### src/rtl/lsu_mem_ctrl_if.sv
// Data RAM bus between the load/store unit (master) and the data memory (slave).
// A single request is held on mem_req until the slave answers with a one-cycle mem_ack.
interface lsu_mem_ctrl_if;
  logic        mem_req;
  logic        mem_we;
  logic [31:0] mem_addr;
  logic [3:0]  mem_be;
  logic [31:0] mem_wdata;
  logic        mem_ack;
  logic [31:0] mem_rdata;

  // valid/ready: mem_req is the valid and stays high with we/addr/be/wdata stable
  // until the first cycle mem_ack is high; mem_rdata is only meaningful in that cycle.
  modport master (
    output mem_req, mem_we, mem_addr, mem_be, mem_wdata,
    input  mem_ack, mem_rdata
  );

  modport slave (
    input  mem_req, mem_we, mem_addr, mem_be, mem_wdata,
    output mem_ack, mem_rdata
  );
endinterface

### src/rtl/lsu_mem_ctrl.sv
// Load/store unit: one outstanding data-RAM access at a time, byte-lane strobes,
// lane-replicated store data and aligned, sign/zero-extended load data.
module lsu_mem_ctrl #(
  parameter int unsigned TIMEOUT = 255
) (
  input  logic               clk,
  input  logic               rst_n,
  input  logic               req_rd_en,
  input  logic               req_wr_en,
  input  logic [3:0]         req_ram_type,
  input  logic               req_sign,
  input  logic [31:0]        req_addr,
  input  logic [31:0]        req_wdata,
  output logic               lsu_stall,
  output logic [31:0]        ld_data,
  output logic               ld_valid,
  output logic               misalign_err,
  output logic               timeout_err,
  lsu_mem_ctrl_if.master     mem,
  output logic [1:0]         dbg_state_o
);

  // Encodings of the decoder's BYTE / HALFWORD / FULLWORD access types.
  localparam logic [3:0] TYPE_BYTE = 4'b0001;
  localparam logic [3:0] TYPE_HALF = 4'b0010;
  localparam logic [3:0] TYPE_WORD = 4'b0100;

  typedef enum logic [1:0] {
    IDLE   = 2'd0,
    ACCESS = 2'd1,
    RESP   = 2'd2,
    ERR    = 2'd3
  } state_e;

  state_e      state_q, state_d;
  logic [7:0]  cnt_q;
  logic        we_q;
  logic [31:0] addr_q;
  logic [3:0]  be_q;
  logic [31:0] wdata_q;
  logic [3:0]  type_q;
  logic        sign_q;
  logic        tmo_q;
  logic [31:0] ld_data_q;

  logic        is_byte, is_half, is_word;
  logic        req_any, req_illegal, req_go, timeout_hit;
  logic [3:0]  be_calc;
  logic [31:0] wdata_calc;
  logic [31:0] rd_shift;
  logic [31:0] ld_ext;

  assign is_byte = (req_ram_type == TYPE_BYTE);
  assign is_half = (req_ram_type == TYPE_HALF);
  assign is_word = (req_ram_type == TYPE_WORD);

  // An unknown type is treated as "no access", even if rd/wr are asserted.
  assign req_any     = (req_rd_en | req_wr_en) & (is_byte | is_half | is_word);
  assign req_illegal = req_any & ((req_rd_en & req_wr_en) |
                                  (is_half & req_addr[0]) |
                                  (is_word & (req_addr[1:0] != 2'b00)));
  assign req_go      = req_any & ~req_illegal;

  assign timeout_hit = (state_q == ACCESS) & ~mem.mem_ack &
                       (cnt_q == 8'(TIMEOUT - 1));

  always_comb begin
    be_calc    = 4'b1111;
    wdata_calc = req_wdata;
    if (is_byte) begin
      be_calc    = 4'b0001 << req_addr[1:0];
      wdata_calc = {4{req_wdata[7:0]}};
    end else if (is_half) begin
      be_calc    = 4'b0011 << {req_addr[1], 1'b0};
      wdata_calc = {2{req_wdata[15:0]}};
    end
  end

  always_comb begin
    rd_shift = mem.mem_rdata >> {addr_q[1:0], 3'b000};
    ld_ext   = rd_shift;
    if (type_q == TYPE_BYTE) begin
      ld_ext = {{24{sign_q & rd_shift[7]}}, rd_shift[7:0]};
    end else if (type_q == TYPE_HALF) begin
      ld_ext = {{16{sign_q & rd_shift[15]}}, rd_shift[15:0]};
    end
  end

  // State register
  always_ff @(posedge clk) begin
    if (!rst_n) begin
      state_q <= IDLE;
    end else begin
      state_q <= state_d;
    end
  end

  // Next-state logic
  always_comb begin
    state_d = state_q;
    case (state_q)
      IDLE: begin
        if (req_illegal) begin
          state_d = ERR;
        end else if (req_go) begin
          state_d = ACCESS;
        end
      end
      ACCESS: begin
        if (mem.mem_ack) begin
          state_d = RESP;
        end else if (timeout_hit) begin
          state_d = ERR;
        end
      end
      RESP:    state_d = IDLE;
      ERR:     state_d = IDLE;
      default: state_d = IDLE;
    endcase
  end

  // Request latch, timeout counter and load result
  always_ff @(posedge clk) begin
    if (!rst_n) begin
      cnt_q     <= 8'd0;
      we_q      <= 1'b0;
      addr_q    <= 32'd0;
      be_q      <= 4'd0;
      wdata_q   <= 32'd0;
      type_q    <= 4'd0;
      sign_q    <= 1'b0;
      tmo_q     <= 1'b0;
      ld_data_q <= 32'd0;
    end else begin
      case (state_q)
        IDLE: begin
          cnt_q <= 8'd0;
          tmo_q <= 1'b0;
          if (req_go) begin
            we_q    <= req_wr_en;
            addr_q  <= {req_addr[31:2], 2'b00} | {30'd0, req_addr[1:0]};
            be_q    <= be_calc;
            wdata_q <= wdata_calc;
            type_q  <= req_ram_type;
            sign_q  <= req_sign;
          end
        end
        ACCESS: begin
          cnt_q <= cnt_q + 8'd1;
          if (timeout_hit) begin
            tmo_q <= 1'b1;
          end
          if (mem.mem_ack && !we_q) begin
            ld_data_q <= ld_ext;
          end
        end
        default: begin
          cnt_q <= cnt_q;
        end
      endcase
    end
  end

  // Output logic
  always_comb begin
    lsu_stall    = 1'b0;
    ld_valid     = 1'b0;
    misalign_err = 1'b0;
    timeout_err  = 1'b0;
    mem.mem_req  = 1'b0;
    case (state_q)
      IDLE:   lsu_stall = req_any;
      ACCESS: begin
        lsu_stall   = 1'b1;
        mem.mem_req = 1'b1;
      end
      RESP:   ld_valid = ~we_q;
      ERR: begin
        misalign_err = ~tmo_q;
        timeout_err  = tmo_q;
      end
      default: lsu_stall = 1'b0;
    endcase
  end

  // The bus carries the word address; addr_q keeps the byte offset for load extraction.
  assign mem.mem_we    = we_q;
  assign mem.mem_addr  = {addr_q[31:2], 2'b00};
  assign mem.mem_be    = be_q;
  assign mem.mem_wdata = wdata_q;
  assign ld_data       = ld_data_q;
  assign dbg_state_o   = state_q;

endmodule

### src/flat_wrapper.sv
// flat-port wrapper written by rule: the top's interface ports become plain ports
module lsu_mem_ctrl_flat 
#(
  parameter int unsigned TIMEOUT = 255
)
  (clk, rst_n, req_rd_en, req_wr_en, req_ram_type, req_sign, req_addr, req_wdata, lsu_stall, ld_data, ld_valid, misalign_err, timeout_err, dbg_state_o, mem_mem_req, mem_mem_we, mem_mem_addr, mem_mem_be, mem_mem_wdata, mem_mem_ack, mem_mem_rdata);
  lsu_mem_ctrl_if mem_i ();
  input  logic clk;
  input  logic rst_n;
  input  logic req_rd_en;
  input  logic req_wr_en;
  input  logic [3:0] req_ram_type;
  input  logic req_sign;
  input  logic [31:0] req_addr;
  input  logic [31:0] req_wdata;
  output logic lsu_stall;
  output logic [31:0] ld_data;
  output logic ld_valid;
  output logic misalign_err;
  output logic timeout_err;
  output logic [1:0] dbg_state_o;
  output wire logic [$bits(mem_i.mem_req)-1:0] mem_mem_req;
  output wire logic [$bits(mem_i.mem_we)-1:0] mem_mem_we;
  output wire logic [$bits(mem_i.mem_addr)-1:0] mem_mem_addr;
  output wire logic [$bits(mem_i.mem_be)-1:0] mem_mem_be;
  output wire logic [$bits(mem_i.mem_wdata)-1:0] mem_mem_wdata;
  input wire logic [$bits(mem_i.mem_ack)-1:0] mem_mem_ack;
  input wire logic [$bits(mem_i.mem_rdata)-1:0] mem_mem_rdata;
  assign mem_mem_req = mem_i.mem_req;
  assign mem_mem_we = mem_i.mem_we;
  assign mem_mem_addr = mem_i.mem_addr;
  assign mem_mem_be = mem_i.mem_be;
  assign mem_mem_wdata = mem_i.mem_wdata;
  assign mem_i.mem_ack = mem_mem_ack;
  assign mem_i.mem_rdata = mem_mem_rdata;
  lsu_mem_ctrl #(.TIMEOUT(TIMEOUT)) u_core (.clk(clk), .rst_n(rst_n), .req_rd_en(req_rd_en), .req_wr_en(req_wr_en), .req_ram_type(req_ram_type), .req_sign(req_sign), .req_addr(req_addr), .req_wdata(req_wdata), .lsu_stall(lsu_stall), .ld_data(ld_data), .ld_valid(ld_valid), .misalign_err(misalign_err), .timeout_err(timeout_err), .mem(mem_i), .dbg_state_o(dbg_state_o));
endmodule
### config.mk
export PLATFORM = sky130hd
export DESIGN_NAME = lsu_mem_ctrl_flat
export DESIGN_NICKNAME = d
export VERILOG_FILES = /design/src/rtl/lsu_mem_ctrl_if.sv /design/src/rtl/lsu_mem_ctrl.sv /design/src/flat_wrapper.sv
export SDC_FILE = /design/constraint.sdc
export NUM_CORES = 1
export LEC_CHECK = 0
export BUFFER_PORTS_ARGS = -buffer_cell sky130_fd_sc_hd__clkbuf_2
export CAP_MARGIN = 15
export CORE_UTILIZATION = 37
export DETAILED_ROUTE_END_ITERATION = 8
export HOLD_SLACK_MARGIN = 0.06
export SYNTH_ARGS = -nofsm -noshare
export SYNTH_HDL_FRONTEND = slang
export SYNTH_SLANG_ARGS = --single-unit
### constraint.sdc
create_clock -name clk -period 2.8 [get_ports clk]
set_input_delay 0.14 -clock clk [delete_from_list [all_inputs] [get_ports clk]]
set_output_delay 0.14 -clock clk [all_outputs]
set_load 0.01 [all_outputs]
==> flow_summary.ini <==
[drt]
drc = 0
wl_per_cell_um = 15.2
route.vias.total = 5688
routed_wl_mm = 17.3
drt_first_pass_iters = 7
first_iter_violations = 345
routed_via_density = 5.01
antenna_left = 0

[placed_design]
placed_area_mm2 = 0.00706
port_buffers = 211
dp_cells = 1065
dpl.hpwl_mm = 11.9
gp_congestion = 0.773

[final_layout]
drive_gt1_share_pct = 30.7
utilization_pct = 50.3
fillers = 1522
final_cells = 1136
fin_area_mm2 = 0.00807
num_antenna_cells = 0
area_growth_syn_to_layout_pct = 31.5
finalNetCount = 1016

[die]
fp-row-count = 46
start_util_pct = 38.2
dieArea_mm2 = 0.0171
boundaryPins = 214
coreArea_mm2 = 0.0161
die_x_um = 131
die_y_um = 131

[global_routing]
grt_usage_pct = 20.0
grt_overflow = 0
grt_pass1_vias = 5185
grt_pass1_wl_mm = 26.3
antenna_found_initial = 0
grt_max_degree = 92

[cts]
cts_root_buffer = clkbuf_16
cts_tree = built
htreeDepth = 4
cts_resized = 0
clk_pin_slew_worst_paths_ns = 0.06
cts_sinks = 117
insertion_delay_ns = 0.41
numCtsBuffers = 17
cts_buffer_depth = 2

[power]
clock_power_share_pct = 47.2
power_density_mw_per_mm2 = 590
p_int_mw = 3.56
ir_drop_mv = 0.407
comb_power_share_pct = 14.6
pwr-share-seq_pct = 38.2
p_switching_mw = 1.20
leakage_nw = 3.53
netSwitchingFraction_pct = 25.3

[synth]
yosysTopAreaCell = dfxtp_1
synth_ff_type = dfxtp_1
ys_types = 52
synth_edf_count = 0
syn_area_mm2 = 0.00614
ys_top_cells_by_count = nand2_1, dfxtp_1, mux2i_1, o21ai_0, clkbuf_1
avgSynthCellArea_um2 = 8.51
ys_seq_area_share_pct = 38.2
netlist_instances = 721
ys_ff_latch = 117
async_flop_share_pct = 0
synthTopCellsByArea = dfxtp_1, mux2i_1, nand2_1, o211ai_1, buf_4
synth_top_area_share_pct = 38.2
yosys_warnings = 0
synth_most_common_cell = nand2_1

[worst_setup_path]
reg2reg_slack_ns = 0.77
crit_arrival_ns = 2.36
cp.required_ns = 3.13
path_max_fanout = 25
critPathKind = reg2reg
reg2reg_from = u_core.addr_q[0]
critPathLaunchType = register
reg2reg_depth = 4
cp-end-kind = register
timing.rr.end = u_core.ld_data[27]

[timing]
holdWs_ns = 0.0704
slew_headroom_pct = 25.3
fin_crit_ns = 2.03
finalCritPeriodShare_pct = 72.5
rsz0062_at_grt = no
worst_pin_slew_ns = 1.12
slew_viol_final = 0
setup_viol = 0
final.setup.tns_ns = 0
finalHoldViolCount = 0
finClkSkew_ns = 0.00794
fmax_ghz = 0.493

[run]
cap_violations = 0

[hold_path]
min_to = u_core.mem.mem_wdata[5]
hp-class = in2reg
min_from = req_wdata[5]
min_path_cells = 3

[outcome]
status = finished clean
==> worst max-delay path: stages (launching register included) <==
cell and delay [ns]:
dfxtp_1 0.33, buf_4 0.24, o2bb2ai_1 0.90, a22oi_1 0.26, o21ai_0 0.22
==> worst max path at each step <==
stage / from / to / slack, ns / cells after the start
final: u_core.addr_q[0] / u_core.ld_data[27] / 0.77 / 4
after global routing: u_core.addr_q[0] / u_core.ld_data[31] / 0.53 / 4
after CTS: u_core.addr_q[0] / u_core.ld_data[27] / 0.81 / 4
after detailed placement: u_core.addr_q[0] / u_core.ld_data[31] / 0.83 / 4
after global placement: u_core.addr_q[0] / u_core.ld_data[31] / 0.89 / 4
after floorplan: u_core.addr_q[0] / u_core.ld_data[18] / 1.05 / 6
==> state kept, by name, indices dropped and copies added (netlist names) <==
name	cells
u_core.addr_q	32
u_core.ld_data	32
u_core.mem.mem_wdata	32
u_core.cnt_q	8
u_core.mem.mem_be	4
u_core.type_q	4
u_core.dbg_state_o	2
u_core.mem.mem_we	1
u_core.sign_q	1
u_core.tmo_q	1
==> routing by layer <==
metal	vias up	track usage, %	wire (µm)
li1	2889	-	-
met1	2590	26.0	8050
met2	189	31.1	7790
met3	20	5.66	1160
met4	0	7.71	293
met5	-	0	0
==> layout by cell type (no fill, tap or decap), types with 3 or more instances in the layout <==
master	netlist	routed
a211oi_1	10	10
a21boi_0	9	9
a21oi_1	29	29
a22oi_1	9	9
a31o_2	9	9
a31oi_1	13	13
and3_1	11	10
buf_4	32	11
bufinv_16	0	3
clkbuf_16	0	17
clkbuf_2	1	210
clkbuf_8	0	4
clkinv_2	0	4
dfxtp_1	117	117
dlygate4sd3_1	0	40
inv_1	5	5
mux2_2	7	7
mux2i_1	86	86
nand2_1	144	144
nand2b_1	3	3
nand3_1	3	3
nor2_1	26	26
nor2b_1	5	5
nor3_1	10	9
o211ai_1	39	39
o21ai_0	43	43
o2bb2ai_1	8	8
xor2_1	7	7
==> cell type report <==
type,instances,area [µm²],area share (%)
sequential,117,2340,29.0
clock buffer,22,484,6.00
inverter,5,18.8,0.232
timing repair buffer,263,1570,19.5
tap,216,270,3.35
multi-input combinational,504,3260,40.4
clock inverter,9,125,1.55
==> through the flow <==
| step | setup slack, ns | power (mW) |
|---|---|---|
| floorplan | 1.05 | 2.26 |
| global placement | 0.886 | 2.50 |
| detailed placement | 0.831 | 2.50 |
| CTS | 0.812 | 4.80 |
| global route | 0.530 | 4.96 |
| finish | 0.771 | 4.76 |
==> power by group through the flow <==
stage,sequential [mW],clock [mW],combinational (mW)
after global placement,1.85,0,0.650
after CTS,1.82,2.29,0.699
after global routing,1.83,2.36,0.767
final,1.82,2.25,0.694
after floorplan,1.87,0,0.398
after detailed placement,1.85,0,0.652
==> kinds of logic after synthesis <==
kind of cell | after synthesis | synth area share (%)
AND/OR/NAND/NOR | 220 | 16.3
multiplexers | 94 | 15.7
XOR/XNOR | 8 | 1.14
flip-flops | 117 | 38.2
other | 1 | 0.0611
buffers and inverters | 101 | 8.97
AO/OA/AOI/OAI | 178 | 19.3
adder cells (fa/ha/maj) | 2 | 0.408
==> timing repair <==
item	4_1_cts	5_1_grt
hold buffers	40	0
endpoints found under the hold margin	40	0
setup buffers	0	0
Note: power is estimated with default switching activity, not from simulation.
